===== src/rtl/alu_arbiter.sv =====
// alu_arbiter: shares one 8-bit combinational ALU between two requesters.
// A request is arbitrated in IDLE, its operands are registered onto the ALU
// for EXEC_CYCLES cycles, the result is captured, and a single response is
// returned tagged with the id of the port that issued it.
module alu_arbiter #(
  parameter int unsigned EXEC_CYCLES = 1,    // ALU settle time, 1..15
  parameter bit          RR_ENABLE   = 1'b1  // 1 = round-robin, 0 = port 0 priority
) (
  input  logic       clk,
  input  logic       rst,

  input  logic       req0_valid,
  output logic       req0_ready,
  input  logic [7:0] req0_a,
  input  logic [7:0] req0_b,
  input  logic [2:0] req0_op,

  input  logic       req1_valid,
  output logic       req1_ready,
  input  logic [7:0] req1_a,
  input  logic [7:0] req1_b,
  input  logic [2:0] req1_op,

  output logic [7:0] alu_a,
  output logic [7:0] alu_b,
  output logic [2:0] alu_sel,
  input  logic [7:0] alu_result,
  input  logic       alu_carry,

  output logic       rsp_valid,
  input  logic       rsp_ready,
  output logic [7:0] rsp_data,
  output logic       rsp_carry,
  output logic       rsp_err,
  output logic       rsp_id,

  output logic       busy
);

  typedef enum logic [1:0] {
    IDLE = 2'd0,
    EXEC = 2'd1,
    RESP = 2'd2
  } state_t;

  localparam logic [2:0] OP_ADD = 3'b000;
  localparam logic [2:0] OP_DIV = 3'b011;
  localparam logic [2:0] OP_SHR = 3'b100;

  // Counter value of the final EXEC cycle, where the ALU output is captured.
  localparam logic [3:0] LAST_CNT = 4'(EXEC_CYCLES - 1);

  state_t     state;
  logic [3:0] exec_cnt;
  logic       last_grant;  // port granted most recently; drives round-robin
  logic       inflight_id; // port that owns the operation currently on the ALU

  logic       grant;       // port that would win arbitration this cycle
  logic       accept;      // a request is taken this cycle
  logic [7:0] grant_a;
  logic [7:0] grant_b;
  logic [2:0] grant_op;
  logic       op_err;

  // Pick the winning port from the current valids and the round-robin pointer.
  always_comb begin
    // NOTE: every signal driven here gets a default first so no path
    // leaves it unassigned; otherwise synthesis would infer a latch.
    grant = 1'b0;
    if (req0_valid && req1_valid) begin
      grant = RR_ENABLE ? ~last_grant : 1'b0;
    end else begin
      grant = req1_valid;
    end
  end

  // Ready is offered only in IDLE, only to the winner, and never during reset.
  assign accept     = !rst && (state == IDLE) && (req0_valid || req1_valid);
  assign req0_ready = accept && !grant;
  assign req1_ready = accept &&  grant;

  assign grant_a  = grant ? req1_a  : req0_a;
  assign grant_b  = grant ? req1_b  : req0_b;
  assign grant_op = grant ? req1_op : req0_op;

  // Divide by zero and the unused selects 101..111 bypass the ALU result.
  assign op_err = ((alu_sel == OP_DIV) && (alu_b == 8'h00)) || (alu_sel > OP_SHR);

  assign busy = (state != IDLE);

  // Transaction FSM: accept -> hold operands on ALU -> capture -> respond.
  always_ff @(posedge clk) begin
    // NOTE: state registers use non-blocking assignments so every register
    // samples the values from before this edge, independent of statement order.
    if (rst) begin
      state       <= IDLE;
      exec_cnt    <= 4'd0;
      last_grant  <= 1'b1;
      inflight_id <= 1'b0;
      alu_a       <= 8'h00;
      alu_b       <= 8'h00;
      alu_sel     <= 3'b000;
      rsp_valid   <= 1'b0;
      rsp_data    <= 8'h00;
      rsp_carry   <= 1'b0;
      rsp_err     <= 1'b0;
      rsp_id      <= 1'b0;
    end else begin
      case (state)
        IDLE: begin
          if (accept) begin
            alu_a       <= grant_a;
            alu_b       <= grant_b;
            alu_sel     <= grant_op;
            inflight_id <= grant;
            last_grant  <= grant;
            exec_cnt    <= 4'd0;
            state       <= EXEC;
          end
        end

        EXEC: begin
          if (exec_cnt == LAST_CNT) begin
            rsp_valid <= 1'b1;
            rsp_id    <= inflight_id;
            rsp_err   <= op_err;
            rsp_data  <= op_err ? 8'h00 : alu_result;
            rsp_carry <= !op_err && (alu_sel == OP_ADD) && alu_carry;
            state     <= RESP;
          end else begin
            exec_cnt <= exec_cnt + 4'd1;
          end
        end

        RESP: begin
          // rsp_* stay frozen until the consumer takes the response.
          if (rsp_ready) begin
            rsp_valid <= 1'b0;
            state     <= IDLE;
          end
        end

        default: state <= IDLE;
      endcase
    end
  end

endmodule


===== config.mk =====
export PLATFORM = sky130hd
export DESIGN_NAME = alu_arbiter
export DESIGN_NICKNAME = d
export VERILOG_FILES = /design/src/rtl/alu_arbiter.sv
export SDC_FILE = /design/constraint.sdc
export NUM_CORES = 1
export LEC_CHECK = 0
export CAP_MARGIN = 0
export CORE_MARGIN = 4
export CORE_UTILIZATION = 41
export CTS_BUF_LIST = sky130_fd_sc_hd__clkbuf_2 sky130_fd_sc_hd__clkbuf_4 sky130_fd_sc_hd__clkbuf_8
export DETAILED_ROUTE_END_ITERATION = 10
export PLACE_DENSITY_LB_ADDON = 0.2
export RECOVER_POWER = 100
export SYNTH_ARGS = -nofsm -noshare
export SYNTH_HDL_FRONTEND = slang
export SYNTH_SLANG_ARGS = --single-unit

===== constraint.sdc =====
create_clock -name clk -period 2.44 [get_ports clk]
set_clock_uncertainty 0.1 [all_clocks]
set_input_delay 0.488 -clock clk [delete_from_list [all_inputs] [get_ports clk]]
set_output_delay 0.488 -clock clk [all_outputs]
set_load 0.03 [all_outputs]

### Word-level counts from Yosys, hierarchy flattened

Cells that the tools add are included.

| cells by class | value |
|---|---|
| add/subtract/negate cells | 1 |
| order comparisons | 1 |
| eq/ne operators | 7 |
| mux-type cells | 15 |
| bitwise gates (word level) | 1 |
| reduce and logical (&&, ||, !) cells | 25 |

Operator list:

| cell | number |
|---|---|
| two-way mux 8 bit | 3 |
| AND reduction 3 bit | 3 |
| logical AND 1 bit | 8 |
| logical NOT 8 bit | 1 |
| two-way mux 4 bit | 2 |
| != test 2 bit (second input constant) | 4 |
| case mux 4 bit (2 select lines) | 1 |
| two-way mux 2 bit | 3 |
| case mux 2 bit (3 select lines) | 1 |
| nonzero test 2 bit | 3 |
| adder 4 x 1 -> 4 bit (second input constant) | 1 |
| logical NOT 4 bit | 1 |
| AND reduction 2 bit | 2 |
| == test 3 x 2 -> 1 bit (second input constant) | 1 |
| greater-than comparator 3 bit (second input constant) | 1 |
| logical NOT 1 bit | 3 |
| logical NOT 3 bit | 1 |
| two-way mux 1 bit | 3 |
| two-way mux 3 bit | 1 |
| == test 2 x 1 -> 1 bit (second input constant) | 1 |
| == test 2 bit (second input constant) | 1 |
| logical NOT 2 bit | 1 |
| logical OR 1 bit | 2 |
| case mux 1 bit (2 select lines) | 1 |
| inverter 1 bit | 1 |

| word-level totals | value |
|---|---|
| register bits after elaboration | 39 |
| output and inout port bits | 34 |

### Logic depth before layout (Yosys ltp)

| logic depth | value |
|---|---|
| depth after elaboration | 6 |
| gate-level depth with buffers | 6 |

### Worst setup path before layout

No wires, ideal clock.

| path | value |
|---|---|
| path type | input to output |
| start | in req1_valid |
| end | out req1_ready |
| arrival | 1.776 ns |
| data required time | 1.852 ns |
| path slack | 0.076 ns |
| stages on the path | 4 |
| path buffers | 1 |
| cells stage by stage | or2_1 -> clkbuf_1 -> nand2_1 -> nor3b_1 |

| between the ends | value |
|---|---|
| word-level cells in the longest chain between the ends | 3 |
| elaborated cells on any way between the ends | 5 |
| classes of those cells | mux: 1; reduce/logical: 4 |

Ends and longest elaborated chain:

| element | RTL line | RTL |
|---|---|---|
| start, declared | 18 | `input logic req1_valid,` |
| logical AND 1 bit / logical OR 1 bit (equally long branches) | 70, 78 |  |
| two-way mux 1 bit / logical AND 1 bit (equally long branches) | 70, 78 |  |
| logical AND 1 bit (*) | 80 | `assign req1_ready = accept && grant;` |
| end, declared | 19 | `output logic req1_ready,` |

Every way passes the cells marked *; elsewhere a longest branch is shown, timed or not.

### Final worst setup path

Ends and elaborated chain as after synthesis.

==> flow_metrics.py <==
metrics = {
    "status": {
        "status": "completed",
    },
    "clocking": {
        "htreeDepth": 2,
        "post-cts-setup-buffers": 0,
        "cts-buffers-inserted": 5,
        "cts_tree": "done",
        "clk_pin_slew_ns": 0.07,
        "clock_path_buffers": 2,
        "clock-sinks": 39,
        "clk_latency_ns": 0.29,
        "postCtsHoldBufs": 0,
        "cts_resized": 0,
        "root_buffer": "clkbuf_8",
    },
    "timing": {
        "setup_tns_ns": 0,
        "min_period_ns": 2.266,
        "finalHoldViolations": 0,
        "rsz0062_at_grt": "false",
        "finalSetupViolations": 0,
        "slew-limit-headroom": 0.3274,
        "drv_slew": 0,
        "fmax_mhz": 441.3,
        "worst_slew_pin_slew_ns": 1.009,
        "timing.final.crit_share": 0.9287,
    },
    "critical_path": {
        "rrSetupSlack_ns": 0.26,
        "start_kind": "input port",
        "reg2reg_to": "rsp_data[0]$_SDFFE_PP0P_",
        "critPathMaxFanout": 5,
        "endpoint_kind": "output port",
        "worst_path_dominant_cell_family": "buffers and inverters",
        "cp.required_ns": 1.85,
        "slowest_delay_ns": 0.49,
        "crit_slowest_cell": "clkdlybuf4s50_1",
        "worstPathArrival_ns": 1.68,
        "cp.buffers_inverters": 2,
        "cp_cell_sequence": "clkdlybuf4s50_1 -> a21boi_2 -> nor3b_1 -> buf_4",
        "rr_startpoint": "exec_cnt[0]$_SDFFE_PP0P_",
        "critical_path_class": "in2out",
        "reg2regPathDepth": 5,
    },
    "hold_path": {
        "hold_class": "reg2reg",
        "min-delay-start": "rsp_data[4]$_SDFFE_PP0P_",
        "whs_path_depth": 1,
        "min_to": "rsp_data[4]$_SDFFE_PP0P_",
    },
    "route": {
        "vias": 1705,
        "dr.first_iter.drc_count": 119,
        "post_drt_wl_per_cell_microns": 15.66,
        "viasPerCell": 5.396,
        "drt-total-wl_microns": 4948,
        "dr.pass1.iters": 4,
        "ant_nets": 0,
        "drc": 0,
    },
    "grt": {
        "use_met1": 0.2360,
        "grt_max_degree": 22,
        "grt_antenna_before_repair": 0,
        "grtUsageTotal": 0.1916,
        "grt_pass1_vias": 1617,
        "grt_use_met3": 0.08953,
        "gr-max-usage-layer": "met2",
        "grt_overflow": 0,
        "use_met2": 0.2949,
        "grt_pass1_wl_microns": 7838,
    },
    "synth": {
        "ys.flop_type": "dfxtp_1",
        "synth_commonest_cells": "39 x dfxtp_1, 31 x a21oi_1, 19 x a211oi_1, 19 x mux2i_1, 9 x clkbuf_1",
        "synth_top_area_frac": 0.4473,
        "synthMostInstantiatedCell": "dfxtp_1",
        "synth_edf_count": 0,
        "syn_inst": 180,
        "netlist_area_sq_um": 1745,
        "synth.yosys.seq_area_share": 0.4473,
        "synthTopCellsByArea": "dfxtp_1 45%, mux2i_1 11%, a21oi_1 8.9%, a211oi_1 8.2%, a32o_1 4.6%",
        "syn_nets": 234,
        "async_flop_share": 0,
        "syn_avg_cell_area_sq_um": 9.697,
        "ys_ff_latch": 39,
        "synth_top_cell_by_area": "dfxtp_1",
        "synth_cell_types": 36,
        "synth-warning-count": 0,
    },
    "pwr": {
        "p_per_area_nw_per_um2": 647.5,
        "cellLeakagePower_nw": 1.072,
        "peakVddDrop_uv": 438.7,
    },
    "floorplan": {
        "die_height_microns": 73.25,
        "num_rows": 23,
        "die_w_microns": 73.25,
        "io_pins": 86,
        "die-area_sq_um": 5365,
        "start_util": 0.4302,
        "core_sq_um": 4058,
    },
    "final_layout": {
        "layout-drive-gt1-share": 0.07895,
        "nets": 319,
        "area_delta_synth_final_pct": 56.63,
        "fillCellCount": 343,
        "diodes": 0,
        "fin_area_sq_um": 2734,
        "finalCoreUtilization": 0.6738,
    },
    "job": {
        "cap_viol_max_count": 0,
    },
    "place": {
        "hpwl_microns": 3625,
        "gp_congestion": 0.7374,
        "io_buffers": 85,
        "dpl-instance-area_sq_um": 2641,
    },
}
-- layer usage --
layer / wire length (microns) / up-vias / part of all wire
li1: - / 859 / -
met1: 2130 / 780 / 0.43
met2: 2349 / 62 / 0.47
met3: 430 / 4 / 0.087
met4: 38 / 0 / 0.0077
met5: 0 / - / 0
-- area by class of cell --
| type | count | area (sq um) | area share |
|---|---|---|---|
| repair buffers | 92 | 892.1 | 0.3263 |
| multi-input cells | 123 | 879.6 | 0.3217 |
| flip-flops and latches | 39 | 780.7 | 0.2856 |
| clock buffers | 8 | 103.9 | 0.03799 |
| well taps | 50 | 62.56 | 0.02288 |
| inverters | 4 | 15.01 | 0.005492 |
-- worst max-delay path by stage --
| stage | slack (ns) | end | cells after the start | from |
|---|---|---|---|---|
| floorplan | 0.08 | req1_ready | 4 | req1_valid |
| global placement | 0.19 | rsp_data[1]$_SDFFE_PP0P_ | 4 | rst |
| detailed placement | 0.18 | rsp_data[0]$_SDFFE_PP0P_ | 4 | rst |
| CTS | 0.17 | req1_ready | 4 | req1_valid |
| global route | 0.03 | req1_ready | 4 | req1_valid |
| finish | 0.17 | req1_ready | 4 | req1_valid |
-- cells by family (layout without fill, tap and decap cells) --
kind of cell | after synthesis | count (layout) | synth area share
AND/OR/NAND/NOR | 32 | 32 | 0.1212
adder cells (fa/ha/maj) | 2 | 2 | 0.01433
flip-flops | 39 | 39 | 0.4473
AO/OA/AOI/OAI | 70 | 70 | 0.2624
buffers and inverters | 18 | 104 | 0.04587
multiplexers | 19 | 19 | 0.1090
-- flip-flops by register name, summed over array words and instances (netlist names) --
register / count
exec_cnt: 4
alu_b: 8
inflight_id: 1
rsp_valid: 1
state: 2
alu_sel: 3
rsp_carry: 1
rsp_data: 8
alu_a: 8
last_grant: 1
rsp_id: 1
rsp_err: 1
-- stage by stage --
step	hold slack [ns]	worst slack (ns)	instances	power, mW
4_1_cts	0.3673	0.1695	316	1.810
3_3_place_gp	0.3466	0.1858	308	1.317
6_report	0.3620	0.1739	316	1.770
5_1_grt	0.3868	0.03456	316	1.857
3_5_place_dp	0.3546	0.1795	308	1.322
2_1_floorplan	0.3403	0.07596	180	1.064
-- report_power, final --
group	total, mW	internal (mW)	switching [mW]
logic	0.541	0.243	0.299
clock network	0.487	0.269	0.217
registers	0.742	0.701	0.0417
total	1.77	1.21	0.558
-- cells in the final DEF, fill, tap and decap left out, drive strengths merged --
master | synthesis | layout
a211oi | 19 | 19
a21boi | 1 | 1
a21o | 1 | 1
a21oi | 31 | 31
a311oi | 1 | 1
a32o | 8 | 8
buf | 5 | 7
clkbuf | 9 | 10
clkdlybuf4s50 | 0 | 51
dfxtp | 39 | 39
dlygate4sd3 | 0 | 32
ha | 2 | 2
inv | 4 | 4
mux2i | 19 | 19
nand2 | 4 | 4
nand2b | 1 | 1
nand3 | 7 | 7
nand3b | 2 | 2
nor2 | 4 | 4
nor2b | 1 | 1
nor3 | 2 | 2
nor3b | 2 | 2
nor4 | 1 | 1
nor4b | 2 | 2
nor4bb | 1 | 1
o21ai | 7 | 7
o221ai | 2 | 2
or2 | 1 | 1
or3 | 1 | 1
or3b | 2 | 2
or4 | 1 | 1
-- worst register-to-register path: cells and delay by family (launching register included) --
| kind | cells | cell delay, ns |
|---|---|---|
| buffers and inverters | 1 | 0.08 |
| adder cells (fa/ha/maj) | 1 | 0.15 |
| AO/OA/AOI/OAI | 2 | 0.73 |
| flip-flops | 1 | 0.35 |
| AND/OR/NAND/NOR | 1 | 0.67 |
No activity file was read; power rests on OpenSTA's default activity.
